$ cat config.mk
export PLATFORM = sky130hd
export DESIGN_NAME = vector_memory_reader
export DESIGN_NICKNAME = d
export VERILOG_FILES = /design/src/rtl/vector_memory_reader.sv
export SDC_FILE = /design/constraint.sdc
export NUM_CORES = 1
export LEC_CHECK = 0
export ABC_AREA = 1
export CAP_MARGIN = 25
export CORE_UTILIZATION = 45
export CTS_BUF_LIST = sky130_fd_sc_hd__clkbuf_4 sky130_fd_sc_hd__clkbuf_8
export CTS_CLUSTER_SIZE = 24
export DETAILED_ROUTE_END_ITERATION = 8
export GPL_TIMING_DRIVEN = 0
export PLACE_DENSITY = 0.82
export SYNTH_ARGS = -nofsm -noshare
export SYNTH_HDL_FRONTEND = slang
export SYNTH_SLANG_ARGS = --single-unit
$ cat constraint.sdc
create_clock -name clk -period 2.95 [get_ports clk]
set_clock_uncertainty 0.15 [all_clocks]
set_input_delay 0.885 -clock clk [delete_from_list [all_inputs] [get_ports clk]]
set_output_delay 0.885 -clock clk [all_outputs]
set_load 0.02 [all_outputs]
$ cat src/rtl/vector_memory_reader.sv
// Vector load engine: gathers LANES consecutive bytes from a 1-cycle synchronous RAM into one vector.
// Optional bounds fault on base+LANES-1 overflow when VECTOR_READER_BOUNDS_CHECK_EN is defined.
module vector_memory_reader #(
    parameter int ADDR_W = 12,
    parameter int LANES  = 16
) (
    input  logic                 clk,
    input  logic                 rst,
    input  logic                 start,
    input  logic [ADDR_W-1:0]    memory_base,
    output logic                 mem_rd_en,
    output logic [ADDR_W-1:0]    mem_addr,
    input  logic [7:0]           mem_rdata,
    output logic                 busy,
    output logic                 done,
    output logic [LANES*8-1:0]   vector_out,
    output logic                 error
);

    localparam int LANE_W = (LANES > 1) ? $clog2(LANES) : 1;
    localparam logic [LANE_W-1:0] LAST_LANE = LANE_W'(LANES - 1);

    typedef enum logic [1:0] {
        IDLE,
        READ,
        DRAIN,
        DONE
    } state_t;

    state_t            state;
    logic [ADDR_W-1:0] base_q;
    logic [LANE_W-1:0] lane_cnt;
    logic              oob;

    logic              vld_p1;
    logic [LANE_W-1:0] lane_p1;

    function automatic logic [ADDR_W-1:0] lane_addr(
        input logic [ADDR_W-1:0] base,
        input logic [LANE_W-1:0] lane
    );
        return base + ADDR_W'(lane);
    endfunction

`ifdef VECTOR_READER_BOUNDS_CHECK_EN
    logic [ADDR_W:0] last_addr;
    assign last_addr = {1'b0, memory_base} + (ADDR_W + 1)'(LANES - 1);
    assign oob       = last_addr[ADDR_W];
`else
    assign oob = 1'b0;
`endif

    always_ff @(posedge clk) begin
        if (!rst) begin
            state     <= IDLE;
            base_q    <= '0;
            lane_cnt  <= '0;
            mem_rd_en <= 1'b0;
            mem_addr  <= '0;
            busy      <= 1'b0;
            done      <= 1'b0;
        end else begin
            done <= 1'b0;
            case (state)
                IDLE: begin
                    if (start) begin
                        base_q   <= memory_base;
                        lane_cnt <= '0;
                        if (oob) begin
                            // Out-of-range base: report straight away, no memory traffic.
                            state <= DONE;
                            done  <= 1'b1;
                        end else begin
                            state     <= READ;
                            mem_rd_en <= 1'b1;
                            mem_addr  <= memory_base;
                            busy      <= 1'b1;
                        end
                    end
                end
                READ: begin
                    if (lane_cnt == LAST_LANE) begin
                        state     <= DRAIN;
                        mem_rd_en <= 1'b0;
                        mem_addr  <= '0;
                    end else begin
                        lane_cnt <= lane_cnt + LANE_W'(1);
                        mem_addr <= lane_addr(base_q, lane_cnt + LANE_W'(1));
                    end
                end
                DRAIN: begin
                    state <= DONE;
                    busy  <= 1'b0;
                    done  <= 1'b1;
                end
                DONE: begin
                    state <= IDLE;
                end
                default: begin
                    state <= IDLE;
                end
            endcase
        end
    end

    // p1: RAM data for the strobe issued last cycle arrives now; write it into its lane.
    always_ff @(posedge clk) begin
        if (!rst) begin
            vld_p1     <= 1'b0;
            lane_p1    <= '0;
            vector_out <= '0;
        end else begin
            vld_p1  <= mem_rd_en;
            lane_p1 <= lane_cnt;
            if (vld_p1) begin
                vector_out[{lane_p1, 3'b000} +: 8] <= mem_rdata;
            end
        end
    end

`ifdef VECTOR_READER_BOUNDS_CHECK_EN
    logic err_q;

    always_ff @(posedge clk) begin
        if (!rst) begin
            err_q <= 1'b0;
        end else if (state == IDLE && start) begin
            err_q <= oob;
        end else if (state == DONE) begin
            err_q <= 1'b0;
        end
    end

    assign error = err_q;
`else
    assign error = 1'b0;
`endif

endmodule

# Word-level counts from Yosys, hierarchy flattened
# Index checks and enable logic that the tools add are counted.
# totals
reg_bits	166
inputBits	23
out_inout_bits	144
word_cells	46
# op_classes
n_addsub	3
n_eq_ne	7
shifts	2
n_mux	15
reduce_logical	9
# ops
cell	n
128-bit bitwise mux	1
8-bit by 9-bit variable shift with 128-bit output, first input constant	1
8-bit by 9-bit variable part select with 128-bit output	1
12-bit 2-to-1 mux	2
12-bit case mux with 2 select lines	1
12-bit by 4-bit adder with 12-bit output	1
7-bit negator with 9-bit output	1
4-bit 2-to-1 mux	2
2-bit case mux with 4 select lines	1
4-bit case mux with 2 select lines	1
2-bit AND reduction	4
2-bit inequality test, second input constant	3
3-bit AND reduction	2
4-bit by 1-bit adder with 4-bit output, second input constant	1
2-bit == test, second input constant	2
4-bit == test, second input constant	1
2-bit 2-to-1 mux	2
1-bit case mux with 2 select lines	2
2-bit nonzero test	2
1-bit 2-to-1 mux	3
2-bit by 1-bit == test with 1-bit output, second input constant	1
2-bit zero test	1

# Longest topological paths before layout
# depth
ltp_word	4
depth_mapped	12
mapped_depth_nobuf	11

# Least setup slack after synthesis
# Ideal clock, no wire load.
# synth_timing
path_type	register to register
start	reg lane_p1[0]
end	reg vector_out[32]
setup_time_ns	0.064
arrival_ns	1.893
slack_ns	0.842
stages_incl_launch_ff	12
n_path_buf	2
period_less_slack_ns	2.108
path_cell_list	dfxtp_1 > buf_2 > inv_2 > ha_1 > buf_2 > clkinv_1 > nand3_1 > nor2_1 > nand2_1 > inv_2 > nor2_1 > nor2_1
# synth_between
elab_chain_len	3
# synth_rtl
element	line	text
from (decl)	36	logic [LANE_W-1:0] lane_p1;
from (signal assigned)	114	lane_p1 <= lane_cnt;
7-bit negator with 9-bit output *	116	vector_out[{lane_p1, 3'b000} +: 8] <= mem_rdata;
8-bit by 9-bit variable part select with 128-bit output / 8-bit by 9-bit variable shift with 128-bit output (equally long branches)	116	
128-bit bitwise mux *	116	
to (signal, indexed assignment)	116	
to (decl)	16	output logic [LANES*8-1:0] vector_out,
# Mark *: on every way between the ends. The rest lies on a longest branch, timed or not.
# A chain may end at the register's enable or synchronous reset.

# Worst setup path in the final report
# layout_timing
start	reg lane_p1[0]
end	reg vector_out[34]
# Same word-level chain as after synthesis.

==> results.py <==
metrics = {
    "global_routing": {
        "overflow": 0,
        "antenna_found_initial": 0,
        "first_global_vias": 6104,
        "grt_use_total_pct": 25.42,
        "grt_pass1_wl_um": 29760,
        "grt_max_degree": 17,
    },
    "synthesis": {
        "async_flop_share_pct": 0,
        "ys_seq_area_share_pct": 49.71,
        "avgSynthCellArea_um2": 7.411,
        "yosys.cell_types.count": 31,
        "synth_area_um2": 6685,
        "synth.ff_latch_count": 166,
        "synthFlopType": "dfxtp_1",
        "yosysWarnings": 0,
        "synthCells": 902,
        "syn_nets": 937,
        "synth_edf_count": 0,
    },
    "sta": {
        "final-hold-violation-count": 0,
        "setup_viol": 0,
        "fin_crit_sh_pct": 86.66,
        "max_slew_margin_pct": 53.59,
        "period_minus_slack_ns": 2.557,
        "rsz0062_at_grt": "no",
        "final_max_slew_viol_count": 0,
        "worstMarginPinSlew_ns": 0.6961,
        "finalSetupTns_ns": 0,
        "fin_ws_ns": 0.3934,
        "fmax_mhz": 391.1,
    },
    "place": {
        "routabilityCongestion": 0.8923,
        "port_buffers": 158,
        "hpwlAfterDp_um": 14000,
        "pre_cts_ws_ns": 0.0004947,
        "placedInstanceArea_um2": 8497,
    },
    "clock_tree": {
        "cts-root-buf": "clkbuf_8",
        "cts_htree_levels": 4,
        "holdBufCountCts": 0,
        "clk_path_buf_depth": 2,
        "cts_tree": "yes",
        "cts_made_buffers": 17,
        "clkSinkCount": 166,
        "post_cts_buffers": 0,
        "insertion_delay_ns": 0.46,
        "post_cts_resized": 0,
        "path_clk_slew_ns": 0.08,
    },
    "drt": {
        "via_per_inst": 5.194,
        "drcViolationCount": 0,
        "postRouteAntennaNets": 0,
        "num_vias": 6622,
        "routed_wl_um": 19080,
        "firstDrtPassIters": 5,
        "drtIter0Drc": 532,
        "wire_per_inst_um": 14.96,
    },
    "hold_path": {
        "min_path_type": "flip-flop to flip-flop",
        "min_delay_path_depth": 2,
    },
    "power_and_ir_drop": {
        "peakVddDrop_mv": 0.5269,
        "leakage_nw": 3.495,
        "power_w": 0.005522,
        "pwr_density_cell_nw_per_um2": 619.9,
    },
    "cells_and_area": {
        "nFillCells": 1331,
        "diodes": 0,
        "nNetsFinal": 1114,
        "fin_area_um2": 8909,
        "synthToLayoutAreaGrowth_pct": 33.26,
        "drive_gt1_share_pct": 6.691,
    },
    "worst_setup_path": {
        "critPathArrivalTime_ns": 2.81,
        "worstSetupEndpointType": "flip-flop",
        "slowest_delay_ns": 0.37,
        "cp_max_fo": 10,
        "rr_worst_depth": 11,
        "setup.worst_path.class": "flip-flop to flip-flop",
        "crit_path_start_kind": "flip-flop",
        "slowest_stage": "dfxtp_1",
        "worstPathCellList": "buf_2 > inv_2 > ha_1 > buf_2 > clkinv_1 > nand3_1 > nor2_1 > nand2_1 > inv_2 > nor2_1 > nor2_1",
        "cp_common_cell": "nor2_1",
        "worst_ep_required_time_ns": 3.20,
    },
    "die": {
        "die_w_um": 123.9,
        "placement_rows": 44,
        "die_h_um": 123.9,
        "start_util_pct": 46.00,
        "core_area_um2": 14530,
        "ios": 167,
        "die_area_um2": 15350,
    },
    "job": {
        "max-cap-violations": 0,
    },
    "run_status": {
        "outcome": "finished clean",
    },
}
==> sequential cells by signal, summed over array words and instances (netlist names) <==
register    flops
busy            1
mem_rd_en       1
base_q         12
vld_p1          1
lane_p1         4
state           2
vector_out    128
mem_addr       12
lane_cnt        4
done            1
==> path summary, 6_finish.rpt <==
check / endpoint / from / slack [ns]
setup / recovery: vector_out[34] / lane_p1[0] / 0.39
hold / removal: vld_p1 / mem_rd_en / 0.29
setup reg to reg: vector_out[34] / lane_p1[0] / 0.39
hold reg to reg: vld_p1 / mem_rd_en / 0.29
==> kinds of logic after synthesis <==
kind of cell | count (synthesis) | synth area share [%]
DFF | 166 | 49.71
adders and majority gates | 12 | 2.358
AOI/OAI and AO/OA | 205 | 15.42
other | 1 | 0.05609
buffers and inverters | 104 | 6.026
xor gates and xnor gates | 6 | 1.011
and+or+nand+nor | 408 | 25.42
==> power breakdown <==
| part | internal (W) | switching (W) | total [W] | leakage, nW |
|---|---|---|---|---|
| sequential | 0.00242 | 0.0000997 | 0.00252 | 1.34 |
| clock | 0.000878 | 0.000800 | 0.00168 | 0.208 |
| combinational | 0.000468 | 0.000857 | 0.00132 | 1.94 |
| total | 0.00376 | 0.00176 | 0.00552 | 3.49 |
==> metal layers <==
layer	track usage [%]	part of all wire (%)
met1	30.67	42
met2	43.26	47
met3	5.632	8.1
met4	11.07	2.4
met5	0	0
==> worst max-delay path: cells and delay by family, from the launching register on <==
family / cells / cell delay, ns
flip-flops: 1 / 0.37
adder cells (fa/ha/maj): 1 / 0.28
AND/OR/NAND/NOR: 5 / 0.85
buffers and inverters: 5 / 0.83
==> synthesized netlist by cell type, types with 9 or more instances <==
library cell / instances / area (um^2)
clkbuf_1: 30 / 112.6
ha_1: 11 / 137.6
nand3_1: 37 / 185.2
dfxtp_1: 166 / 3323
inv_1: 51 / 191.4
a21oi_1: 70 / 350.3
nand4_1: 18 / 112.6
o21ai_0: 129 / 645.6
inv_2: 15 / 56.30
nor2_1: 235 / 882.1
nand2_2: 9 / 56.30
nand2_1: 96 / 360.4
==> cell usage in the layout, fill, tap and decap left out, types with 2 or more instances in the layout <==
| cell type | netlist | routed |
|---|---|---|
| nor2_1 | 235 | 235 |
| buf_2 | 4 | 4 |
| nand4_1 | 18 | 18 |
| nand2_1 | 96 | 96 |
| o21ai_1 | 4 | 4 |
| nand3_2 | 2 | 2 |
| clkbuf_8 | 0 | 22 |
| nor3_1 | 2 | 2 |
| xnor2_1 | 2 | 2 |
| or2_2 | 2 | 2 |
| nor2_4 | 3 | 3 |
| clkbuf_4 | 0 | 2 |
| inv_1 | 51 | 51 |
| clkdlybuf4s50_1 | 0 | 158 |
| clkinv_2 | 0 | 2 |
| ha_1 | 11 | 11 |
| clkinvlp_4 | 0 | 2 |
| buf_4 | 2 | 2 |
| a21oi_1 | 70 | 70 |
| o21ai_0 | 129 | 129 |
| nand3_1 | 37 | 37 |
| dfxtp_1 | 166 | 166 |
| clkbuf_1 | 30 | 30 |
| nor2_2 | 3 | 3 |
| xor2_1 | 2 | 2 |
| inv_2 | 15 | 15 |
| bufinv_16 | 0 | 2 |
| nand2_2 | 9 | 9 |
==> per-stage QoR <==
step / util (%) / hold slack [ns] / instances
2_1_floorplan: - / 0.2917 / 902
3_3_place_gp: 58.46 / 0.2816 / 1244
3_5_place_dp: 58.46 / 0.2831 / 1244
4_1_cts: 61.29 / 0.2936 / 1275
5_1_grt: 61.29 / 0.3318 / 1275
6_report: 61.29 / 0.2949 / 1275
==> area by class of cell <==
class                   count  area (um^2)  share of cell area, %
plain buffers              37        151.4                  1.699
clock buffers              24        317.8                  3.567
clock inverters             7        93.84                  1.053
inverters                  67        251.5                  2.823
multi-input cells         632         2959                  33.22
flip-flops and latches    166         3323                  37.30
well taps                 184        230.2                  2.584
repair buffers            158         1582                  17.75
Note: power is estimated with default switching activity, not from simulation.
